## config.mk

```make
export PLATFORM = sky130hd
export DESIGN_NAME = integral_image_engine
export DESIGN_NICKNAME = d
export VERILOG_FILES = /design/src/rtl/integral_image_engine.sv
export SDC_FILE = /design/constraint.sdc
export NUM_CORES = 1
export LEC_CHECK = 0
export BUFFER_PORTS_ARGS = -buffer_cell sky130_fd_sc_hd__buf_2
export CAP_MARGIN = 5
export CELL_PAD_IN_SITES_DETAIL_PLACEMENT = 1
export CELL_PAD_IN_SITES_GLOBAL_PLACEMENT = 2
export CORE_MARGIN = 2
export CORE_UTILIZATION = 34
export DETAILED_ROUTE_END_ITERATION = 7
export HOLD_SLACK_MARGIN = 0.1
export MAX_ROUTING_LAYER = met4
export PLACE_DENSITY = 0.87
export SYNTH_ARGS = -nofsm -noshare
export SYNTH_HDL_FRONTEND = slang
export SYNTH_SLANG_ARGS = --single-unit
```

## constraint.sdc

```tcl
create_clock -name clk -period 4.75 [get_ports clk]
set_input_delay 0.95 -clock clk [delete_from_list [all_inputs] [get_ports clk]]
set_output_delay 0.95 -clock clk [all_outputs]
set_load 0.05 [all_outputs]
```

## src/rtl/integral_image_engine.sv

```systemverilog
// Integral-image (summed-area table) engine: walks the frame row-major, one pixel per RD_LAT+3 cycles.
// Optional saturation enabled by defining INTEGRAL_SAT_EN; otherwise sums wrap and sat_flag is 0.
module integral_image_engine #(
    parameter int IMG_W  = 320,
    parameter int IMG_H  = 240,
    parameter int PIX_W  = 8,
    parameter int SUM_W  = 25,
    parameter int ADDR_W = 17,
    parameter int RD_LAT = 1
) (
    input  logic              clk,
    input  logic              reset,
    input  logic              start,
    output logic              busy,
    output logic              done,
    output logic [ADDR_W-1:0] src_rd_addr,
    input  logic [PIX_W-1:0]  src_rd_data,
    output logic [ADDR_W-1:0] int_rd_addr,
    input  logic [SUM_W-1:0]  int_rd_data,
    output logic [ADDR_W-1:0] int_wr_addr,
    output logic [SUM_W-1:0]  int_wr_data,
    output logic              int_wr_en,
    output logic              sat_flag
);

    localparam int COL_W = $clog2(IMG_W);
    localparam int ROW_W = $clog2(IMG_H);
    localparam logic [COL_W-1:0]  LAST_COL   = COL_W'(IMG_W - 1);
    localparam logic [ROW_W-1:0]  LAST_ROW   = ROW_W'(IMG_H - 1);
    localparam logic [1:0]        LAST_WAIT  = 2'(RD_LAT - 1);
    localparam logic [ADDR_W-1:0] ROW_STRIDE = ADDR_W'(IMG_W);

    typedef enum logic [2:0] {IDLE, REQ, WAIT, ACC, WRITE, DONE} state_t;

    state_t            state;
    state_t            state_nxt;
    logic [COL_W-1:0]  col;
    logic [ROW_W-1:0]  row;
    logic [SUM_W-1:0]  row_acc;
    logic [1:0]        wait_cnt;
    logic              last_pixel;
    logic              accept;
    logic [SUM_W-1:0]  above;
    logic [SUM_W-1:0]  acc_next;
    logic [SUM_W-1:0]  sum_next;

    assign last_pixel = (row == LAST_ROW) && (col == LAST_COL);
    assign accept     = (state == IDLE) && start;
    assign above      = (row != '0) ? int_rd_data : '0;

`ifdef INTEGRAL_SAT_EN
    localparam int EXT_W = SUM_W + 2;
    localparam logic [EXT_W-1:0] SUM_MAX = EXT_W'({SUM_W{1'b1}});

    logic [EXT_W-1:0] acc_ext;
    logic [EXT_W-1:0] sum_ext;

    // Extra headroom bits let us see any carry out before clamping
    always_comb begin
        acc_ext  = EXT_W'(row_acc) + EXT_W'(src_rd_data);
        sum_ext  = acc_ext + EXT_W'(above);
        acc_next = (acc_ext > SUM_MAX) ? '1 : acc_ext[SUM_W-1:0];
        sum_next = (sum_ext > SUM_MAX) ? '1 : sum_ext[SUM_W-1:0];
    end

    always_ff @(posedge clk) begin
        if (reset || accept)
            sat_flag <= 1'b0;
        else if (state == ACC && sum_ext > SUM_MAX)
            sat_flag <= 1'b1;
    end
`else
    always_comb begin
        acc_next = row_acc + SUM_W'(src_rd_data);
        sum_next = acc_next + above;
    end

    assign sat_flag = 1'b0;
`endif

    always_comb begin
        state_nxt = state;
        busy      = 1'b0;
        done      = 1'b0;
        int_wr_en = 1'b0;
        case (state)
            IDLE:  if (start) state_nxt = REQ;
            REQ:   begin busy = 1'b1; state_nxt = WAIT; end
            WAIT:  begin busy = 1'b1; if (wait_cnt == LAST_WAIT) state_nxt = ACC; end
            ACC:   begin busy = 1'b1; state_nxt = WRITE; end
            WRITE: begin
                busy      = 1'b1;
                int_wr_en = 1'b1;
                state_nxt = last_pixel ? DONE : REQ;
            end
            DONE:  begin done = 1'b1; state_nxt = IDLE; end
            default: state_nxt = IDLE;
        endcase
    end

    // Read addresses are set up one cycle early so they are already valid during REQ
    always_ff @(posedge clk) begin
        if (reset) begin
            state       <= IDLE;
            row         <= '0;
            col         <= '0;
            row_acc     <= '0;
            wait_cnt    <= '0;
            src_rd_addr <= '0;
            int_rd_addr <= '0;
            int_wr_addr <= '0;
            int_wr_data <= '0;
        end else begin
            state <= state_nxt;
            case (state)
                IDLE: if (start) begin
                    row         <= '0;
                    col         <= '0;
                    row_acc     <= '0;
                    src_rd_addr <= '0;
                end
                REQ:  wait_cnt <= '0;
                WAIT: wait_cnt <= wait_cnt + 2'd1;
                ACC: begin
                    row_acc     <= acc_next;
                    int_wr_data <= sum_next;
                    int_wr_addr <= src_rd_addr;
                end
                WRITE: if (!last_pixel) begin
                    src_rd_addr <= src_rd_addr + 1'b1;
                    if (row != '0 || col == LAST_COL)
                        int_rd_addr <= src_rd_addr + 1'b1 - ROW_STRIDE;
                    if (col == LAST_COL) begin
                        col     <= '0;
                        row     <= row + 1'b1;
                        row_acc <= '0;
                    end else begin
                        col <= col + 1'b1;
                    end
                end
                default: ;
            endcase
        end
    end

endmodule

```

==> qor.csv <==
stage,metric,value,unit
run_status,status,finished clean,
logic_synthesis,Post-Synthesis Cell Area,0.00773,sq mm
final_layout,fill count,2789,
clocking,htree depth,4,
clocking,clk buf depth,2,
routing,via count,7255,
floorplan,initial core utilization,34.4,%
logic_synthesis,sequential fraction of the synthesis area,31.8,%
logic_synthesis,top post-synthesis cells by count,"nand2_1 (157), dfxtp_1 (123), a21oi_1 (104)",
routing,via density per instance,5.34,
logic_synthesis,post-synth net total,1060,
floorplan,die area,0.0240,sq mm
final_layout,layout cells sized above 1,16.7,%
timing,slew margin rel.,26.1,%
global_routing,aggregate global routing overflow,0,
setup_path,"Max stage delay cell, worst path",a211oi_1,
clocking,"CTS clk-pin slew, worst paths",0.06,ns
global_routing,pin count of the biggest net entering global routing,78,
routing,drc violations,0,
place,PortBufs,114,
place,post-DP HPWL,16600,um
power_and_ir_drop,Leak,3.78,nW
logic_synthesis,"EDFF count, synth",0,
setup_path,Setup Crit Path Kind,in2reg,
setup_path,crit-path max FO,8,
global_routing,initial antenna violation count,0,
worst_hold_path,hold-critical path depth,2,
timing,post-route setup TNS,0,ns
global_routing,vias in the first global route,7254,
timing,f_max,234,MHz
timing,Slew @ Worst Pin,1.10,ns
logic_synthesis,Syn Inst Count,983,
global_routing,first-pass GRT wire length,37600,um
floorplan,core area,0.0225,sq mm
final_layout,"Design Area, Final",0.00896,sq mm
clocking,CTS sink cnt,123,
floorplan,Die W,155,um
clocking,CTS tree,built,
routing,DRT antenna net count,0,
setup_path,ordered list of cells on the worst path,"buf_2, ha_1, inv_1, fa_1, nor2b_1, o31a_1, o22a_1, and3_1, xor2_1, ha_1, a21oi_1, o21bai_1, o21ai_0, a211oi_1, a211oi_1, xor2_1, o21ai_0",
logic_synthesis,Synth cell types,75,
timing,count of final max-slew check failures,0,
setup_path,CP peak stage delay,0.45,ns
logic_synthesis,cell type with the largest total area after synthesis,dfxtp_1,
clocking,clk_lat worst skew,0.42,ns
final_layout,Nets,1138,
routing,Iter 0 DRT Violations,305,
clocking,Post-CTS Setup Repair Bufs,0,
logic_synthesis,Synth top area share,31.8,%
final_layout,area grow syn2layout,15.8,%
timing,RSZ-0062 raised after global routing,no,
final_layout,n_diodes,0,
logic_synthesis,Synth Flop Type,dfxtp_1,
power_and_ir_drop,combinational share of power,24.2,%
logic_synthesis,syn avg cell area,7.86,sq um
global_routing,GRT Util Overall,20.1,%
logic_synthesis,Yosys warnings,0,
flow_run,maxcap violations,0,
power_and_ir_drop,internal power,2.10,mW
place,GPL Wtd Cong,0.830,
floorplan,# rows,55,
timing,endpoints failing setup,0,
setup_path,WP data arrival,4.54,ns
setup_path,Worst setup SP type,input port,
power_and_ir_drop,Worst VDD drop,0.250,mV
setup_path,Top Family by Delay on Critical Path,compound AO/OA/AOI/OAI gates,
timing,clock skew,0.00964,ns
setup_path,R2R cell count,16,
floorplan,I/O pins,116,
logic_synthesis,"top cells by area, synth","dfxtp_1 (32%), nand2_1 (7.6%), a21oi_1 (6.7%)",
power_and_ir_drop,Clk pwr share,40.7,%
power_and_ir_drop,NetSw,1.07,mW
logic_synthesis,"count leader, synth",nand2_1,
floorplan,die height,155,um
final_layout,fin util,39.8,%
clocking,PostCTS Resize Cnt,0,
timing,fin crit share,89.9,%
routing,DR WL/cell,17.0,um
power_and_ir_drop,power per cell area,355,mW/mm^2
logic_synthesis,share of flip-flops with an asynchronous set or reset,0,%
setup_path,"Buf+Inv Stages, Crit Path",2,
clocking,CTS Hold Bufs,0,
power_and_ir_drop,Final Power,3.18,mW
setup_path,CP Depth,17,
logic_synthesis,Yosys reg bits,123,
setup_path,CP endpoint kind,flip-flop,
clocking,CTS Buf Count,17,
place,placed instance area,0.00838,sq mm
power_and_ir_drop,sw frac,33.7,%
timing,Final min period,4.27,ns
routing,DRT Pass-1 Iters,4,
setup_path,CP required,5.02,ns
clocking,root buf cell,clkbuf_16,
power_and_ir_drop,Seq pwr share,35.1,%
worst_hold_path,worst min path class,reg2reg,
timing,Final Hold Viols,0,
routing,Routed WL,23000,um
## per-stage QoR
stage	hold slack, ns	setup slack, ns	cells
after detailed placement	0.439	0.0973	1327
after global routing	0.465	0.195	1358
after floorplan	0.452	0.683	983
after global placement	0.432	0.188	1327
final	0.443	0.479	1358
after CTS	0.447	0.524	1358
## registers in the layout, summed over array words and instances (netlist names)
register	cells
src_rd_addr	17
wait_cnt	2
row	8
int_rd_addr	17
col	9
state	3
int_wr_addr	17
int_wr_data	25
row_acc	25
## layout make-up
class | count | area, sq um | area share (%)
multi-input cells | 782 | 4870 | 54.4
flip-flops and latches | 123 | 2460 | 27.5
repair buffers | 121 | 626 | 6.99
clock buffers | 20 | 457 | 5.10
well taps | 285 | 357 | 3.98
clock inverters | 11 | 120 | 1.34
inverters | 16 | 60.1 | 0.671
## kinds of logic (layout without fill, tap and decap cells)
logic type | count (synthesis) | after routing | share of synthesized area [%]
fa+ha+maj | 41 | 41 | 6.83
mux | 1 | 1 | 0.129
xor+xnor | 81 | 81 | 9.18
buf+inv | 78 | 168 | 5.26
flops | 123 | 123 | 31.8
other cells | 1 | 1 | 0.0485
compound gates | 258 | 258 | 20.7
simple gates | 400 | 400 | 26.0
## worst paths after layout
path	endpoint	start	slack (ns)
max	int_wr_data[21]$_SDFFE_PP0P_	src_rd_data[0]	0.48
min	int_wr_data[22]$_SDFFE_PP0P_	int_wr_data[22]$_SDFFE_PP0P_	0.44
max reg2reg	int_wr_data[21]$_SDFFE_PP0P_	row_acc[0]$_SDFFE_PP0P_	0.77
min reg2reg	int_wr_data[22]$_SDFFE_PP0P_	int_wr_data[22]$_SDFFE_PP0P_	0.44
## routing by layer
layer  vias to the layer above  share of wire (%)  GRT usage, %
li1                       3620                  -             -
met1                      3520                 48          25.7
met2                        97                 48          33.0
met3                        18                2.8          3.87
met4                         0               0.94          4.41
met5                         -                  0             -
## power by group through the flow
stage	registers, mW	clock network (mW)	logic [mW]
after floorplan	1.15	0	0.543
after global placement	1.14	0	0.758
after detailed placement	1.14	0	0.771
after CTS	1.12	1.32	0.776
after global routing	1.12	1.36	0.850
final	1.12	1.29	0.768
## worst register-to-register path: cells and delay by family, from the launching register on
family | cells | cell delay (ns)
AOI/OAI and AO/OA | 8 | 1.78
adders and majority gates | 3 | 1.00
and+or+nand+nor | 2 | 0.42
DFF | 1 | 0.33
xor gates and xnor gates | 2 | 0.26
buffers and inverters | 1 | 0.06
## placed cells by master, fill, tap and decap left out, types with 9 or more instances in the layout
| master | count |
|---|---|
| nand2_1 | 157 |
| dfxtp_1 | 123 |
| buf_2 | 113 |
| a21oi_1 | 104 |
| nor2_1 | 80 |
| xnor2_1 | 42 |
| xor2_1 | 39 |
| ha_1 | 39 |
| o21ai_0 | 36 |
| and2_1 | 30 |
| nor3_1 | 21 |
| a21o_1 | 20 |
| nand3_1 | 20 |
| nand4_1 | 18 |
| clkbuf_16 | 17 |
| a211oi_1 | 16 |
| inv_1 | 15 |
| o21ai_1 | 15 |
| and3_1 | 15 |
| a22oi_1 | 11 |
| a31oi_1 | 9 |
No activity file was read; power rests on OpenSTA's default activity.
